==> config.mk <==
export PLATFORM = sky130hd
export DESIGN_NAME = random_point_gen_flat
export DESIGN_NICKNAME = d
export VERILOG_FILES = /design/src/rtl/random_point_gen_if.sv /design/src/rtl/random_point_gen.sv /design/src/flat_wrapper.sv
export SDC_FILE = /design/constraint.sdc
export NUM_CORES = 1
export LEC_CHECK = 0
export ABC_AREA = 1
export BUFFER_PORTS_ARGS = -buffer_cell sky130_fd_sc_hd__buf_4
export CORE_AREA = 10 10 93 95
export CTS_CLUSTER_SIZE = 20
export DETAILED_ROUTE_END_ITERATION = 16
export DIE_AREA = 0 0 103 105
export GPL_TIMING_DRIVEN = 0
export HOLD_SLACK_MARGIN = 0.1
export PLACE_DENSITY = 0.69
export REMOVE_ABC_BUFFERS = 1
export SLEW_MARGIN = 20
export SYNTH_ARGS = -nofsm -noshare
export SYNTH_HDL_FRONTEND = slang
export SYNTH_SLANG_ARGS = --single-unit
==> constraint.sdc <==
create_clock -name clk_vga -period 5.08 [get_ports clk_vga]
set_clock_uncertainty 0.15 [all_clocks]
set_input_delay 1.016 -clock clk_vga [delete_from_list [all_inputs] [get_ports clk_vga]]
set_output_delay 1.016 -clock clk_vga [all_outputs]
set_load 0.02 [all_outputs]
==> src/rtl/random_point_gen_if.sv <==
// Request/candidate/result bundle between the snake game logic (master) and the food generator (slave).
// cand_hit is driven combinationally by the game from cand_x/cand_y while the generator is in CHECK.
interface random_point_gen_if #(
    parameter int COORD_W = 10
);
    logic               req;
    logic               cand_hit;
    logic [COORD_W-1:0] cand_x;
    logic [COORD_W-1:0] cand_y;
    logic [COORD_W-1:0] rand_x;
    logic [COORD_W-1:0] rand_y;
    logic               valid;
    logic               forced;
    logic               busy;

    modport master (
        output req, cand_hit,
        input  cand_x, cand_y, rand_x, rand_y, valid, forced, busy
    );

    modport slave (
        input  req, cand_hit,
        output cand_x, cand_y, rand_x, rand_y, valid, forced, busy
    );
endinterface

==> src/rtl/random_point_gen.sv <==
// Food position generator: free-running LFSR mapped into a cell window, with bounded redraw on occupancy hit.
// Each draw takes 2 cycles (DRAW, CHECK); req is only honoured in IDLE and never queued.
module random_point_gen #(
    parameter int          COORD_W   = 10,
    parameter int          CELL      = 10,
    parameter int          X_MIN     = 3,
    parameter int          X_MAX     = 61,
    parameter int          Y_MIN     = 3,
    parameter int          Y_MAX     = 45,
    parameter int          LFSR_W    = 16,
    parameter logic [15:0] SEED      = 16'hACE1,
    parameter int          MAX_TRIES = 8
) (
    input  logic                 clk_vga,
    input  logic                 rst,
    random_point_gen_if.slave    bus
);
    localparam int SX = X_MAX - X_MIN + 1;
    localparam int SY = Y_MAX - Y_MIN + 1;
    localparam int XB = (SX <= 2) ? 1 : $clog2(SX);
    localparam int YB = (SY <= 2) ? 1 : $clog2(SY);
    localparam int TW = (MAX_TRIES <= 2) ? 1 : $clog2(MAX_TRIES);

    localparam logic [TW-1:0]      LAST_TRY = TW'(MAX_TRIES - 1);
    localparam logic [LFSR_W-1:0]  SEED_EFF = (SEED == 16'h0) ? LFSR_W'(1) : LFSR_W'(SEED);
    localparam logic [COORD_W-1:0] X0_PX    = COORD_W'(X_MIN * CELL);
    localparam logic [COORD_W-1:0] Y0_PX    = COORD_W'(Y_MIN * CELL);

    if (LFSR_W != 16) begin : g_bad_lfsr
        $error("random_point_gen: only a 16-bit LFSR is supported");
    end
    if (X_MIN > X_MAX || Y_MIN > Y_MAX || X_MIN < 0 || Y_MIN < 0) begin : g_bad_window
        $error("random_point_gen: empty or negative playfield window");
    end
    if (X_MAX * CELL >= (1 << COORD_W) || Y_MAX * CELL >= (1 << COORD_W)) begin : g_bad_coord
        $error("random_point_gen: playfield does not fit in COORD_W bits");
    end
    if (MAX_TRIES < 1) begin : g_bad_tries
        $error("random_point_gen: MAX_TRIES must be at least 1");
    end

    typedef enum logic [1:0] {IDLE, DRAW, CHECK} state_t;

    state_t             state_q, state_d;
    logic [LFSR_W-1:0]  lfsr_q, lfsr_d;
    logic [TW-1:0]      tries_q, tries_d;
    logic [COORD_W-1:0] cand_x_q, cand_x_d, cand_y_q, cand_y_d;
    logic [COORD_W-1:0] rand_x_q, rand_x_d, rand_y_q, rand_y_d;
    logic               valid_q, valid_d, forced_q, forced_d;
    logic               busy;

    logic [XB-1:0]      raw_x;
    logic [YB-1:0]      raw_y;
    logic [COORD_W-1:0] off_x, off_y, map_x, map_y;

    assign lfsr_d = {lfsr_q[LFSR_W-2:0], lfsr_q[15] ^ lfsr_q[13] ^ lfsr_q[12] ^ lfsr_q[10]};
    assign raw_x  = lfsr_q[XB-1:0];
    assign raw_y  = lfsr_q[LFSR_W-1 -: YB];

    // Raw values are below twice the span, so one conditional subtract folds them into range.
    always_comb begin
        off_x = COORD_W'(raw_x);
        off_y = COORD_W'(raw_y);
        if (off_x >= COORD_W'(SX)) off_x = off_x - COORD_W'(SX);
        if (off_y >= COORD_W'(SY)) off_y = off_y - COORD_W'(SY);
        map_x = (COORD_W'(X_MIN) + off_x) * COORD_W'(CELL);
        map_y = (COORD_W'(Y_MIN) + off_y) * COORD_W'(CELL);
    end

    always_ff @(posedge clk_vga) begin
        if (!rst) begin
            state_q  <= IDLE;
            lfsr_q   <= SEED_EFF;
            tries_q  <= '0;
            cand_x_q <= X0_PX;
            cand_y_q <= Y0_PX;
            rand_x_q <= X0_PX;
            rand_y_q <= Y0_PX;
            valid_q  <= 1'b0;
            forced_q <= 1'b0;
        end else begin
            state_q  <= state_d;
            lfsr_q   <= lfsr_d;
            tries_q  <= tries_d;
            cand_x_q <= cand_x_d;
            cand_y_q <= cand_y_d;
            rand_x_q <= rand_x_d;
            rand_y_q <= rand_y_d;
            valid_q  <= valid_d;
            forced_q <= forced_d;
        end
    end

    always_comb begin
        state_d  = state_q;
        tries_d  = tries_q;
        cand_x_d = cand_x_q;
        cand_y_d = cand_y_q;
        rand_x_d = rand_x_q;
        rand_y_d = rand_y_q;
        valid_d  = 1'b0;
        forced_d = 1'b0;
        case (state_q)
            IDLE: begin
                if (bus.req) begin
                    tries_d = '0;
                    state_d = DRAW;
                end
            end
            DRAW: begin
                cand_x_d = map_x;
                cand_y_d = map_y;
                state_d  = CHECK;
            end
            CHECK: begin
                if (bus.cand_hit && tries_q != LAST_TRY) begin
                    tries_d = tries_q + 1'b1;
                    state_d = DRAW;
                end else begin
                    rand_x_d = cand_x_q;
                    rand_y_d = cand_y_q;
                    valid_d  = 1'b1;
                    forced_d = bus.cand_hit;
                    state_d  = IDLE;
                end
            end
            default: state_d = IDLE;
        endcase
    end

    always_comb begin
        busy = (state_q != IDLE);
    end

    assign bus.cand_x = cand_x_q;
    assign bus.cand_y = cand_y_q;
    assign bus.rand_x = rand_x_q;
    assign bus.rand_y = rand_y_q;
    assign bus.valid  = valid_q;
    assign bus.forced = forced_q;
    assign bus.busy   = busy;
endmodule

==> src/flat_wrapper.sv <==
// flat-port wrapper written by rule: the top's interface ports become plain ports
module random_point_gen_flat 
#(
    parameter int          COORD_W   = 10,
    parameter int          CELL      = 10,
    parameter int          X_MIN     = 3,
    parameter int          X_MAX     = 61,
    parameter int          Y_MIN     = 3,
    parameter int          Y_MAX     = 45,
    parameter int          LFSR_W    = 16,
    parameter logic [15:0] SEED      = 16'hACE1,
    parameter int          MAX_TRIES = 8
)
  (clk_vga, rst, bus_req, bus_cand_hit, bus_cand_x, bus_cand_y, bus_rand_x, bus_rand_y, bus_valid, bus_forced, bus_busy);
  random_point_gen_if #(.COORD_W(COORD_W)) bus_i ();
  input  logic clk_vga;
  input  logic rst;
  input wire logic [$bits(bus_i.req)-1:0] bus_req;
  input wire logic [$bits(bus_i.cand_hit)-1:0] bus_cand_hit;
  output wire logic [$bits(bus_i.cand_x)-1:0] bus_cand_x;
  output wire logic [$bits(bus_i.cand_y)-1:0] bus_cand_y;
  output wire logic [$bits(bus_i.rand_x)-1:0] bus_rand_x;
  output wire logic [$bits(bus_i.rand_y)-1:0] bus_rand_y;
  output wire logic [$bits(bus_i.valid)-1:0] bus_valid;
  output wire logic [$bits(bus_i.forced)-1:0] bus_forced;
  output wire logic [$bits(bus_i.busy)-1:0] bus_busy;
  assign bus_i.req = bus_req;
  assign bus_i.cand_hit = bus_cand_hit;
  assign bus_cand_x = bus_i.cand_x;
  assign bus_cand_y = bus_i.cand_y;
  assign bus_rand_x = bus_i.rand_x;
  assign bus_rand_y = bus_i.rand_y;
  assign bus_valid = bus_i.valid;
  assign bus_forced = bus_i.forced;
  assign bus_busy = bus_i.busy;
  random_point_gen #(.COORD_W(COORD_W), .CELL(CELL), .X_MIN(X_MIN), .X_MAX(X_MAX), .Y_MIN(Y_MIN), .Y_MAX(Y_MAX), .LFSR_W(LFSR_W), .SEED(SEED), .MAX_TRIES(MAX_TRIES)) u_core (.clk_vga(clk_vga), .rst(rst), .bus(bus_i));
endmodule
# --- Word-level counts from Yosys, hierarchy flattened ---
# Index checks and enable logic that the tools add are counted.
# Widths: inputs -> output; s select.
totals:
  register_bits: 59
  word_cells: 46
  rom_bits: 0
  output_inout_bits: 43
  mem_bits_rw: 0
  input_bits: 4
  latchBits: 0
  mem_count: 0
classes:
  n_div: 0
  multipliers: 2
  muxes: 9
  reduce_logical: 8
  n_shift: 0
  bitwise_logic: 6
  n_eq_ne: 5
  n_lt_le_gt_ge: 2
  addsub: 5
ops:
  columns: ["op", "n"]
  rows:
  - ["$add 2x10->10 const A", 2]
  - ["$mul 10x3->9 const B", 2]
  - ["$mux 10", 2]
  - ["$sub 6x6->7 const B", 2]
  - ["$ge 6x6->1 const B", 2]
  - ["$mux 3", 2]
  - ["$pmux 2 s3", 1]
  - ["$pmux 3 s2", 1]
  - ["$reduce_and 2->1", 2]
  - ["$reduce_bool 2->1", 2]
  - ["$add 3x1->3 const B", 1]
  - ["$ne 3x3->1 const B", 1]
  - ["$not 1->1", 3]
  - ["$reduce_and 3->1", 1]
  - ["$reduce_or 3->1", 1]
  - ["$xor 1x1->1", 3]
  - ["$eq 2x1->1 const B", 1]
  - ["$eq 2x2->1 const B", 1]
  - ["$logic_not 2->1", 1]
  - ["$mux 1", 2]
  - ["$mux 2", 1]
  - ["$ne 2x1->1 const B", 1]
  - ["$ne 2x2->1 const B", 1]
  - ["$logic_and 1x1->1", 1]

# --- Logic depth before layout (Yosys ltp) ---
# Gate-level depths: netlist of the first run.
depth:
  ltp_word: 4
  depth_mapped: 22
  mapped_depth_nobuf: 22

# --- Worst setup path after synthesis of the first run ---
# OpenSTA, ideal clock, no wires.
synth_timing:
  kind: "flip-flop to flip-flop"
  start: "reg u_core.lfsr_q[10]"
  end: "reg u_core.cand_y_q[8], in the netlist u_core.bus.cand_y[8]"
  path_slack_ns: 2.062
  setup_ns: 0.117
  period_less_slack_ns: 3.018
  path_stages_with_launch: 19
  n_path_buf: 0
  arrival_time_ns: 2.750
  required_ns: 4.813
  path_cell_list: "dfxtp_1 ha_1 nand2_1 nor2_2 nor2_4 nand2_2 nand2_1 nand2_2 ha_1 nor2_2 xor2_1 ha_1 fa_1 nand2_1 nand2_1 a21oi_1 nor2_1 o221ai_1 inv_1"
synth_between:
  elab_chain_cells: 4
  elab_cells_between_ends: 5
  classes_between: "add/sub: 2; mul: 1; order compare: 1; mux: 1"
synth_rtl:
  columns: ["item", "line_no", "text"]
  rows:
  - ["start, declared", "random_point_gen.sv:45", "logic [LFSR_W-1:0] lfsr_q, lfsr_d;"]
  - ["start signal, assigned", "random_point_gen.sv:83", "lfsr_q <= lfsr_d;"]
  - ["$sub 6x6->7 / $ge 6x6->1 (equally long branches)", "random_point_gen.sv:65", "if (off_y >= COORD_W'(SY)) off_y = off_y - COORD_W'(SY);"]
  - ["$mux 10 (*)", "random_point_gen.sv:65", null]
  - ["$add 2x10->10 (*)", "random_point_gen.sv:67", "map_y = (COORD_W'(Y_MIN) + off_y) * COORD_W'(CELL);"]
  - ["$mul 10x3->9 (*)", "random_point_gen.sv:67", null]
  - ["end signal, assigned", "random_point_gen.sv:86", "cand_y_q <= cand_y_d;"]
  - ["end, declared", "random_point_gen.sv:47", "logic [COORD_W-1:0] cand_x_q, cand_x_d, cand_y_q, cand_y_d;"]
# Every way passes the cells marked *; elsewhere a longest branch is shown, timed or not.
# A chain may end at the register's enable or synchronous reset.

# --- Worst setup path after layout of the first run ---
layout_timing:
  start: "reg u_core.lfsr_q[0]"
  end: "reg u_core.cand_x_q[9], in the netlist u_core.bus.cand_x[9]"
layout_between:
  elab_chain_cells: 4
  elab_cells_between_ends: 5
  classes_between: "add/sub: 2; mul: 1; order compare: 1; mux: 1"
layout_rtl:
  columns: ["item", "line_no", "text"]
  rows:
  - ["$sub 6x6->7 / $ge 6x6->1 (equally long branches)", "random_point_gen.sv:64", "if (off_x >= COORD_W'(SX)) off_x = off_x - COORD_W'(SX);"]
  - ["$mux 10 (*)", "random_point_gen.sv:64", null]
  - ["$add 2x10->10 (*)", "random_point_gen.sv:66", "map_x = (COORD_W'(X_MIN) + off_x) * COORD_W'(CELL);"]
  - ["$mul 10x3->9 (*)", "random_point_gen.sv:66", null]
  - ["end signal, assigned", "random_point_gen.sv:85", "cand_x_q <= cand_x_d;"]
  - ["end, declared", "random_point_gen.sv:47", null]
# Marks and branches as above.

==> results of run 1 <==
power by group through the flow:
stage | Sequential, mW | Combinational, mW | Clock (mW)
floorplan | 0.540 | 0.212 | 0
global placement | 0.521 | 0.313 | 0
detailed placement | 0.522 | 0.320 | 0
CTS | 0.512 | 0.322 | 0.521
global route | 0.515 | 0.367 | 0.541
finish | 0.511 | 0.315 | 0.513
flip-flops by register name, summed over array words and instances, names as in the netlist:
name,count
u_core.state_q,2
u_core.bus.cand_x,9
u_core.bus.forced,1
u_core.lfsr_q,16
u_core.bus.cand_y,9
u_core.bus.valid,1
u_core.bus.rand_y,9
u_core.tries_q,3
u_core.bus.rand_x,9
metrics by stage:
step	worst slack, ns	cells
5_1_grt	1.41	527
4_1_cts	1.72	527
6_report	1.73	527
3_3_place_gp	0.996	510
2_1_floorplan	2.04	388
3_5_place_dp	1.77	511
synthesized netlist by cell type, drive strengths merged:
| cell type | instances | area share [%] |
|---|---|---|
| nor2 | 47 | 6.3 |
| o21ai | 29 | 4.8 |
| fa | 2 | 1.3 |
| or2 | 2 | 0.42 |
| o21bai | 1 | 0.25 |
| o211ai | 1 | 0.25 |
| a21oi | 19 | 3.2 |
| o221ai | 1 | 0.29 |
| xnor2 | 2 | 0.58 |
| inv | 54 | 6.8 |
| ha | 26 | 11 |
| a21o | 3 | 0.75 |
| buf | 7 | 1.5 |
| clkinv | 2 | 0.29 |
| xor2 | 9 | 2.9 |
| nand3 | 23 | 4.3 |
| nor3 | 1 | 0.17 |
| nand4 | 3 | 0.63 |
| clkbuf | 9 | 1.1 |
| conb | 1 | 0.13 |
| dfxtp | 59 | 39 |
| nand2 | 98 | 13 |
| a31oi | 2 | 0.42 |
layout make-up:
| cell class | instances | area share [%] |
|---|---|---|
| clock buffers | 13 | 4.95 |
| clock inverters | 3 | 1.87 |
| inverters | 56 | 5.85 |
| multi-input cells | 273 | 42.7 |
| flip-flops and latches | 59 | 32.7 |
| well taps | 80 | 2.77 |
| repair buffers | 43 | 9.14 |
worst max-delay path, delay by kind of cell (launching register included):
kind | cells | cell delay, ns
adders and majority gates | 4 | 1.11
and+or+nand+nor | 9 | 0.86
xor gates and xnor gates | 2 | 0.38
DFF | 1 | 0.37
AOI/OAI and AO/OA | 2 | 0.34
buffers and inverters | 1 | 0.04
worst min-delay path by stage:
| stage | end | slack [ns] | cells past startpoint |
|---|---|---|---|
| finish | u_core.lfsr_q[10]$_SDFF_PN1_ | 0.27 | 1 |
| CTS | u_core.lfsr_q[10]$_SDFF_PN1_ | 0.26 | 1 |
| floorplan | u_core.lfsr_q[8]$_SDFF_PN0_ | 0.24 | 2 |
| detailed placement | u_core.lfsr_q[10]$_SDFF_PN1_ | 0.25 | 1 |
| global route | u_core.lfsr_q[10]$_SDFF_PN1_ | 0.27 | 1 |
| global placement | u_core.lfsr_q[10]$_SDFF_PN1_ | 0.25 | 1 |
metal layers:
metal	vias to the layer above	global-route usage, %	wire, um
li1	1346	-	-
met1	1104	15.0	3010
met2	50	17.9	2730
met3	11	3.29	401
met4	0	6.46	142
met5	-	0	0
cells by family (layout without fill, tap and decap cells):
logic type | Yosys count | count (layout) | share of synthesized area, %
simple gates | 174 | 174 | 25.2
compound gates | 56 | 56 | 9.97
flops | 59 | 59 | 39.4
other cells | 1 | 4 | 0.125
fa+ha+maj | 28 | 28 | 12.2
buf+inv | 72 | 115 | 9.68
xor+xnor | 11 | 11 | 3.46
==> summary.md, run 1 <==
| Metric | Value |
|---|---|
| Routability cong. | 0.805 |
| Mapped Cells | 401 |
| Crit path kind | reg2reg |
| Final setup vio count | 0 |
| Final wirelength | 6270 um |
| Post-synthesis cell type count | 33 |
| Clock Tree Buf Depth | 2 |
| Clk sinks | 59 |
| Reg area | 0.00118 mm2 |
| R2R Setup Slk | 1.73 ns |
| R2R cell count | 18 |
| Initial core utilization | 44.4% |
| CP Cell Sequence | ha_1 > nor2_1 > nand2_1 > nand2_2 > xor2_2 > ha_1 > nor2_1 > xor2_1 > ha_1 > ha_1 > nand3_1 > nand3_1 > a21o_1 > a21o_1 > nand2_1 > nand3_1 > nand2_1 > inv_1 |
| Leakage | 1.97 nW |
| Fmax | 299 MHz |
| Nets | 474 |
| Vias | 2511 |
| Setup TNS | 0 ns |
| Status | finished clean |
| Die Ht | 105 um |
| Routed WL per cell | 11.9 um |
| Yosys warnings | 0 |
| Fin crit period | 3.35 ns |
| TritonCTS clock tree | yes |
| Syn_area_per_cell | 7.48 um2 |
| Startpoint Class | flop |
| Internal power | 0.947 mW |
| Reg clk slew, reported paths | 0.07 ns |
| CTS H-tree depth | 3 |
| Number of max-cap violations | 0 |
| Root buf cell | clkbuf_8 |
| Most frequent cells in the layout | 86 x nand2_1, 59 x dfxtp_1, 53 x inv_1 |
| Commonest non-fill, non-tap cell in the layout | nand2_1 |
| Seq cells post-synth | 59 |
| Cell row count | 30 |
| Diode count | 0 |
| Period utilization | 65.9% |
| Peak supply drop | 0.000170 V |
| Critical path destination | u_core.bus.cand_x[9]$_SDFFE_PN0N_ |
| Gr usage total | 12.0% |
| Setup bufs post-CTS | 0 |
| Fin. max-slew vios | 0 |
| CP required | 5.16 ns |
| Antenna Nets Post-Route | 0 |
| Dpl cell area | 0.00337 mm2 |
| Fin util | 53.5% |
| Buffers on Ports | 42 |
| Final Total Pwr | 1.34 mW |
| Mapped Area | 0.00300 mm2 |
| Slew @ Worst Pin | 0.849 ns |
| First-pass GRT wire length | 10500 um |
| Hold-fix buffers, CTS | 0 |
| Fill cell count | 671 |
| Sw frac | 29.3% |
| Hold crit path type | reg2reg |
| Area of the multi-input gates | 0.00154 mm2 |
| Num ports | 47 |
| Die area | 0.0108 mm2 |
| CTS Buf Count | 9 |
| Crit. Startpoint | u_core.lfsr_q[0]$_SDFF_PN1_ |
| Clock Power Share | 38.3% |
| Initial antenna violation count | 0 |
| Vias per cell | 4.76 |
| Vias in the first global route | 2339 |
| Crit-path max cell delay | 0.37 ns |
| Overall die width | 103 um |
| R2r startpoint | u_core.lfsr_q[0]$_SDFF_PN1_ |
| RSZ-0062 raised after global routing | no |
| DRT iter0 DRCs | 66 |
| Register area share after synthesis | 39.4% |
| Total core area | 0.00676 mm2 |
| Reg2reg end | u_core.bus.cand_x[9]$_SDFFE_PN0N_ |
| Psw | 0.392 mW |
| Largest net degree at the start of global routing | 45 |
| DR pass1 iterations | 4 |
| Hold path start | u_core.lfsr_q[9]$_SDFF_PN0_ |
| Slowest cell on the critical path | dfxtp_1 |
| Layout cell share with drive strength beyond 1 | 18.3% |
| Part of the power in registers | 38.2% |
| Crit. End Element | flop |
| Grt total ovfl | 0 |
| Final non-filler cell area | 0.00361 mm2 |
| Detailed Place HPWL | 4650 um |
| Slew headroom | 43.3% |
| Clk_lat worst skew | 0.34 ns |
| Synth-to-Final Area Change | 20.5% |
| WHS | 0.266 ns |
| Final Hold Fails | 0 |
| Critical Path Most Common Cell | ha_1 |
| Max FO, Critical Path | 5 |
| Cts repair resizes | 0 |
| DRC | 0 |
| Critical path arrival | 3.43 ns |
| PwrDens | 371 mW/mm2 |
| Logic pwr share | 23.6% |
Note: power is estimated with default switching activity, not from simulation.
==> run 2, diff against run 1 <==
- clock period: 5.08 -> 3.3 ns (I/O delays scaled with it)
==> summary.md, run 2 (same netlist as run 1, synthesis figures left out) <==
| Metric | Value |
|---|---|
| Status | finished clean |
| Crit path kind | reg2reg |
| Largest net degree at the start of global routing | 45 (unchanged) |
| Crit. path cell count | 21 (+3) |
| Slew headroom | 40.6% (-2.8 points) |
| Nets | 484 (+2.1%) |
| PwrDens | 558 mW/mm2 (+51%) |
| Hold worst-path end | u_core.lfsr_q[10]$_SDFF_PN1_ |
| Layout cell share with drive strength beyond 1 | 25.8% (+7.5 points) |
| Crit-path max cell delay | 0.38 ns (about the same) |
| Die area | 0.0108 mm2 (unchanged) |
| Grt total ovfl | 0 (unchanged) |
| R2R Setup Slk | 0.02 ns (-1.71 ns) |
| CP required | 3.39 ns (-1.77 ns) |
| Final setup vio count | 0 (unchanged) |
| Max FFs per register | 16 (unchanged) |
| Hold path start | u_core.lfsr_q[9]$_SDFF_PN0_ |
| CTS Buf Count | 9 (unchanged) |
| Cell row count | 30 (unchanged) |
| Fin. max-slew vios | 0 (unchanged) |
| Gr usage total | 12.2% (+0.27 points) |
| Slowest cell on the critical path | dfxtp_4 |
| R2R cell count | 21 (+3) |
| Startpoint Class | flop |
| Slew @ Worst Pin | 0.891 ns (+0.0414 ns) |
| Leakage | 2.03 nW (+3.1%) |
| R2r startpoint | u_core.lfsr_q[0]$_SDFF_PN1_ |
| Fmax | 305 MHz (+2.2%) |
| Vias per cell | 4.86 (+2.0%) |
| Number of max-cap violations | 0 (unchanged) |
| DRT iter0 DRCs | 108 (+64%) |
| CP Cell Sequence | ha_1 > nor2_2 > nand2_2 > nand2_4 > xor2_4 > buf_4 > buf_4 > buf_4 > buf_4 > buf_4 > buf_4 > ha_1 > ha_1 > nand3_1 > nand3_2 > a21o_1 > a21o_1 > nand2_1 > nand3_1 > nand2_1 > inv_1 |
| Initial antenna violation count | 0 (unchanged) |
| Hold depth | 1 (unchanged) |
| Routability cong. | 0.805 (unchanged) |
| Peak supply drop | 0.000266 V (+57%) |
| Clock Tree Buf Depth | 2 (unchanged) |
| Fin crit period | 3.28 ns (-0.0722 ns) |
| Initial core utilization | 44.4% (unchanged) |
| Crit. End Element | flop |
| Overall die width | 103 um (unchanged) |
| First-pass GRT wire length | 10700 um (+2.0%) |
| DRC | 0 (unchanged) |
| Critical path arrival | 3.36 ns (-0.07 ns) |
| Max FO, Critical Path | 5 (unchanged) |
| Final Hold Fails | 0 (unchanged) |
| Hold-fix buffers, CTS | 0 (unchanged) |
| Fill cell count | 637 (-5.1%) |
| Total core area | 0.00676 mm2 (unchanged) |
| TritonCTS clock tree | yes |
| CTS H-tree depth | 3 (unchanged) |
| Vias in the first global route | 2379 (+1.7%) |
| Vias | 2609 (+3.9%) |
| Fin util | 57.1% (+3.6 points) |
| PnR worst setup slack | 0.0249 ns (-1.71 ns) |
| Pre-CTS setup slack | -0.0132 ns (-1.78 ns) |
| Clk sinks | 59 (unchanged) |
| Crit path buf inv count | 7 (+6) |
| RSZ-0062 raised after global routing | yes |
| Commonest non-fill, non-tap cell in the layout | nand2_1 |
| Largest Register | u_core.lfsr_q |
| Reg clk slew, reported paths | 0.07 ns (about the same) |
| Period utilization | 99.2% (+33 points) |
| Antenna Nets Post-Route | 0 (unchanged) |
| Detailed Place HPWL | 4650 um (unchanged) |
| Die Ht | 105 um (unchanged) |
| Reg2reg end | u_core.bus.cand_x[9]$_SDFFE_PN0N_ |
| Diode count | 0 (unchanged) |
| Delay-heaviest family, CP | buffers and inverters |
| Buffers on Ports | 42 (unchanged) |
| DR pass1 iterations | 4 (unchanged) |
| Critical Path Most Common Cell | buf_4 |
| Clk_lat worst skew | 0.34 ns (about the same) |
| Num ports | 47 (unchanged) |
| Routed WL per cell | 12.9 um (+8.6%) |
| Hold crit path type | reg2reg |
| Root buf cell | clkbuf_8 |
| Most frequent cells in the layout | 82 x nand2_1, 56 x dfxtp_1, 53 x inv_1 |
| Synth-to-Final Area Change | 28.7% |
| Final wirelength | 6940 um (+11%) |
==> run 2: changes by cell type in the layout (fill, tap and decap cells not counted), moves of 3 or more <==
cell / delta
dfxtp_1: -3
buf_4: +10
ha_4: +7
nand2_1: -4
ha_1: -9
==> run 2: how the worst max path moves through the flow <==
stage                                     start                                end  slack [ns]
floorplan           u_core.lfsr_q[0]$_SDFF_PN1_  u_core.bus.cand_x[9]$_SDFFE_PN0N_        0.26
global placement                   bus_cand_hit  u_core.bus.rand_y[8]$_SDFFE_PN0P_       -0.43
detailed placement  u_core.lfsr_q[0]$_SDFF_PN1_  u_core.bus.cand_x[9]$_SDFFE_PN0N_       -0.01
CTS                 u_core.lfsr_q[0]$_SDFF_PN1_  u_core.bus.cand_x[9]$_SDFFE_PN0N_       0.008
global route        u_core.lfsr_q[0]$_SDFF_PN1_  u_core.bus.cand_x[9]$_SDFFE_PN0N_       -0.17
finish              u_core.lfsr_q[0]$_SDFF_PN1_  u_core.bus.cand_x[9]$_SDFFE_PN0N_        0.02
==> run 2: where the power goes <==
group	leakage, nW	switching (mW)	internal [mW]
combinational	1.42	0.328	0.248
sequential	0.485	0.0331	0.756
clock	0.122	0.283	0.508
==> run 2: what timing repair did <==
action | in CTS | in global routing
gates resized for setup | 2 | 30
buffers inserted | 7 | 3
setup endpoints to repair | 1 | 5
pin swaps | 0 | 11
==> run 2: per-layer routing <==
metal  vias up  wire [um]  GRT usage, %
met4         0        153          6.46
met1      1184       3190          15.1
met3        13        407          3.29
met5         -          0             0
li1       1363          -             -
met2        49       3190          18.7
==> run 2: final cells by class <==
| class | instances | area [um2] | area share, % |
|---|---|---|---|
| inverters | 56 | 211 | 5.48 |
| flip-flops and latches | 59 | 1190 | 30.8 |
| multi-input cells | 273 | 1710 | 44.3 |
| well taps | 80 | 100 | 2.59 |
| clock inverters | 3 | 67.6 | 1.75 |
| clock buffers | 13 | 179 | 4.64 |
| repair buffers | 53 | 405 | 10.5 |
==> run 2: metrics by stage <==
stage / total power [mW] / instances / TNS (ns) / area [um2] / hold slack (ns)
global route: 2.29 / 537 / -0.274 / 3860 / 0.276
global placement: 1.28 / 510 / -7.72 / 3350 / 0.250
floorplan: 1.16 / 388 / 0 / 2930 / 0.240
detailed placement: 1.29 / 511 / -0.0132 / 3370 / 0.248
CTS: 2.10 / 534 / 0 / 3670 / 0.263
finish: 2.16 / 537 / 0 / 3860 / 0.267
==> run 3, diff against run 2 <==
- clock period: 3.3 -> 3.36 ns (I/O delays scaled with it)
==> summary.md, run 3 (same netlist as run 1, synthesis figures left out) <==
| Metric | Value |
|---|---|
| TritonCTS clock tree | yes |
| Die area | 0.0108 mm2 (unchanged) |
| RSZ-0062 raised after global routing | yes |
| Critical Path Most Common Cell | ha_1 |
| Fmax | 309 MHz (+1.1%) |
| Crit-path max cell delay | 0.37 ns (about the same) |
| Final Total Pwr | 2.07 mW (-3.9%) |
| Sw frac | 29.6% (-0.30 points) |
| Max FFs per register | 16 (unchanged) |
| Overall die width | 103 um (unchanged) |
| Routability cong. | 0.805 (unchanged) |
| Critical path arrival | 3.32 ns (-0.04 ns) |
| Slew headroom | 41.7% (+1.2 points) |
| Synth-to-Final Area Change | 24.5% |
| CP required | 3.44 ns (+0.05 ns) |
| Leakage | 1.99 nW (-1.8%) |
| Period utilization | 96.4% (-2.9 points) |
| Gr usage total | 12.0% (-0.27 points) |
| Crit path buf inv count | 2 (-5) |
| Reg clk slew, reported paths | 0.06 ns (about the same) |
| DRT iter0 DRCs | 75 (-31%) |
| Largest Register | u_core.lfsr_q |
| Cell row count | 30 (unchanged) |
| Clk sinks | 59 (unchanged) |
| Fin crit period | 3.24 ns (-0.0370 ns) |
| Clk_lat worst skew | 0.34 ns (about the same) |
| Num ports | 47 (unchanged) |
| Vias | 2533 (-2.9%) |
| Total core area | 0.00676 mm2 (unchanged) |
| Psw | 0.613 mW (-4.9%) |
| Startpoint Class | flop |
| Crit. End Element | flop |
| Routed WL per cell | 12.2 um (-5.7%) |
| Pre-CTS setup slack | 0.0468 ns (+0.0600 ns) |
| Delay-heaviest family, CP | adder cells |
| Buffers on Ports | 42 (unchanged) |
| CTS H-tree depth | 3 (unchanged) |
| Peak supply drop | 0.000258 V (-3.0%) |
| Status | finished clean |
| Fin. max-slew vios | 0 (unchanged) |
| Setup TNS | 0 ns (unchanged) |
| Initial antenna violation count | 0 (unchanged) |
| Slowest cell on the critical path | dfxtp_4 |
| Part of the power in registers | 37.4% (+0.8 points) |
| Grt total ovfl | 0 (unchanged) |
| PwrDens | 555 mW/mm2 (-0.65%) |
| Most frequent cells in the layout | 83 x nand2_1, 58 x dfxtp_1, 53 x inv_1 |
| Root buf cell | clkbuf_8 |
| Diode count | 0 (unchanged) |
| Final wirelength | 6450 um (-7.1%) |
| Detailed Place HPWL | 4650 um (unchanged) |
| Final Hold Fails | 0 (unchanged) |
| CP Cell Sequence | ha_1 > nor2_2 > nand2_2 > nand2_4 > xor2_4 > ha_4 > nor2_2 > xor2_1 > buf_4 > ha_1 > ha_1 > a21o_1 > a21o_1 > nand2_1 > nand3_1 > nand2_1 > inv_1 |
| Antenna Nets Post-Route | 0 (unchanged) |
| Vias per cell | 4.79 (-1.4%) |
| CTS Buf Count | 9 (unchanged) |
| Number of max-cap violations | 0 (unchanged) |
| PnR worst setup slack | 0.122 ns (+0.0970 ns) |
| Die Ht | 105 um (unchanged) |
| Clock Tree Buf Depth | 2 (unchanged) |
| Logic pwr share | 25.3% (-1.4 points) |
| DRC | 0 (unchanged) |
| Final setup vio count | 0 (unchanged) |
| Commonest non-fill, non-tap cell in the layout | nand2_1 |
| Max FO, Critical Path | 5 (unchanged) |
| Clock Power Share | 37.4% (+0.7 points) |
| Vias in the first global route | 2339 (-1.7%) |
| First-pass GRT wire length | 10500 um (-2.0%) |
| Largest net degree at the start of global routing | 45 (unchanged) |
| DR pass1 iterations | 4 (unchanged) |
| Layout cell share with drive strength beyond 1 | 22.0% (-3.8 points) |
| Initial core utilization | 44.4% (unchanged) |
| Nets | 476 (-1.7%) |
| Crit path kind | reg2reg |
| Slew @ Worst Pin | 0.873 ns (-0.0178 ns) |
| Fin util | 55.3% (-1.9 points) |
| Internal power | 1.46 mW (-3.5%) |
| Hold crit path type | reg2reg |
==> run 3: changes by cell type in the layout (fill, tap and decap cells not counted), moves of 2 or more <==
cell	delta
buf_4	-8
dfxtp_1	+2
dfxtp_2	-2
ha_1	+5
ha_2	-2
ha_4	-3
==> run 3: final timing paths <==
path | startpoint | end | slack [ns] | cells after the start
worst max-delay path | u_core.lfsr_q[0]$_SDFF_PN1_ | u_core.bus.cand_x[9]$_SDFFE_PN0N_ | 0.12 | 17
worst min-delay path | u_core.lfsr_q[9]$_SDFF_PN0_ | u_core.lfsr_q[10]$_SDFF_PN1_ | 0.27 | 1
worst max register to register | u_core.lfsr_q[0]$_SDFF_PN1_ | u_core.bus.cand_x[9]$_SDFFE_PN0N_ | 0.12 | 17
worst min register to register | u_core.lfsr_q[9]$_SDFF_PN0_ | u_core.lfsr_q[10]$_SDFF_PN1_ | 0.27 | 1
==> run 3: metrics by stage <==
stage	area, um2	std cells	hold WS (ns)
2_1_floorplan	2930	388	0.240
5_1_grt	3730	529	0.275
3_5_place_dp	3370	511	0.248
3_3_place_gp	3350	510	0.250
6_report	3730	529	0.266
4_1_cts	3610	527	0.263
==> run 3: layout make-up <==
type | count | area [um2]
Inverter | 56 | 211
Clock inverter | 3 | 67.6
Multi-Input combinational cell | 273 | 1650
Tap cell | 80 | 100
Clock buffer | 13 | 179
Sequential cell | 59 | 1180
Fill cell | 655 | 3020
Timing Repair Buffer | 45 | 345
==> run 3: repair_timing <==
item | CTS | global route
hold buffers | 0 | 0
endpoints found under the setup margin | 0 | 5
resized for setup | 0 | 20
buffers inserted | 0 | 2
==> run 3: power groups by stage <==
stage	logic, mW	clock network, mW	registers (mW)
finish	0.523	0.774	0.774
global route	0.603	0.817	0.780
CTS	0.486	0.788	0.773
detailed placement	0.483	0	0.789
global placement	0.474	0	0.787
floorplan	0.321	0	0.816
==> run 3: layer usage <==
layer / vias up / global-route usage, % / part of all wire (%)
met4: 0 / 6.46 / 2.2
met2: 50 / 17.9 / 44
met3: 11 / 3.29 / 7.0
li1: 1350 / - / -
met1: 1122 / 15.0 / 47
met5: - / 0 / 0
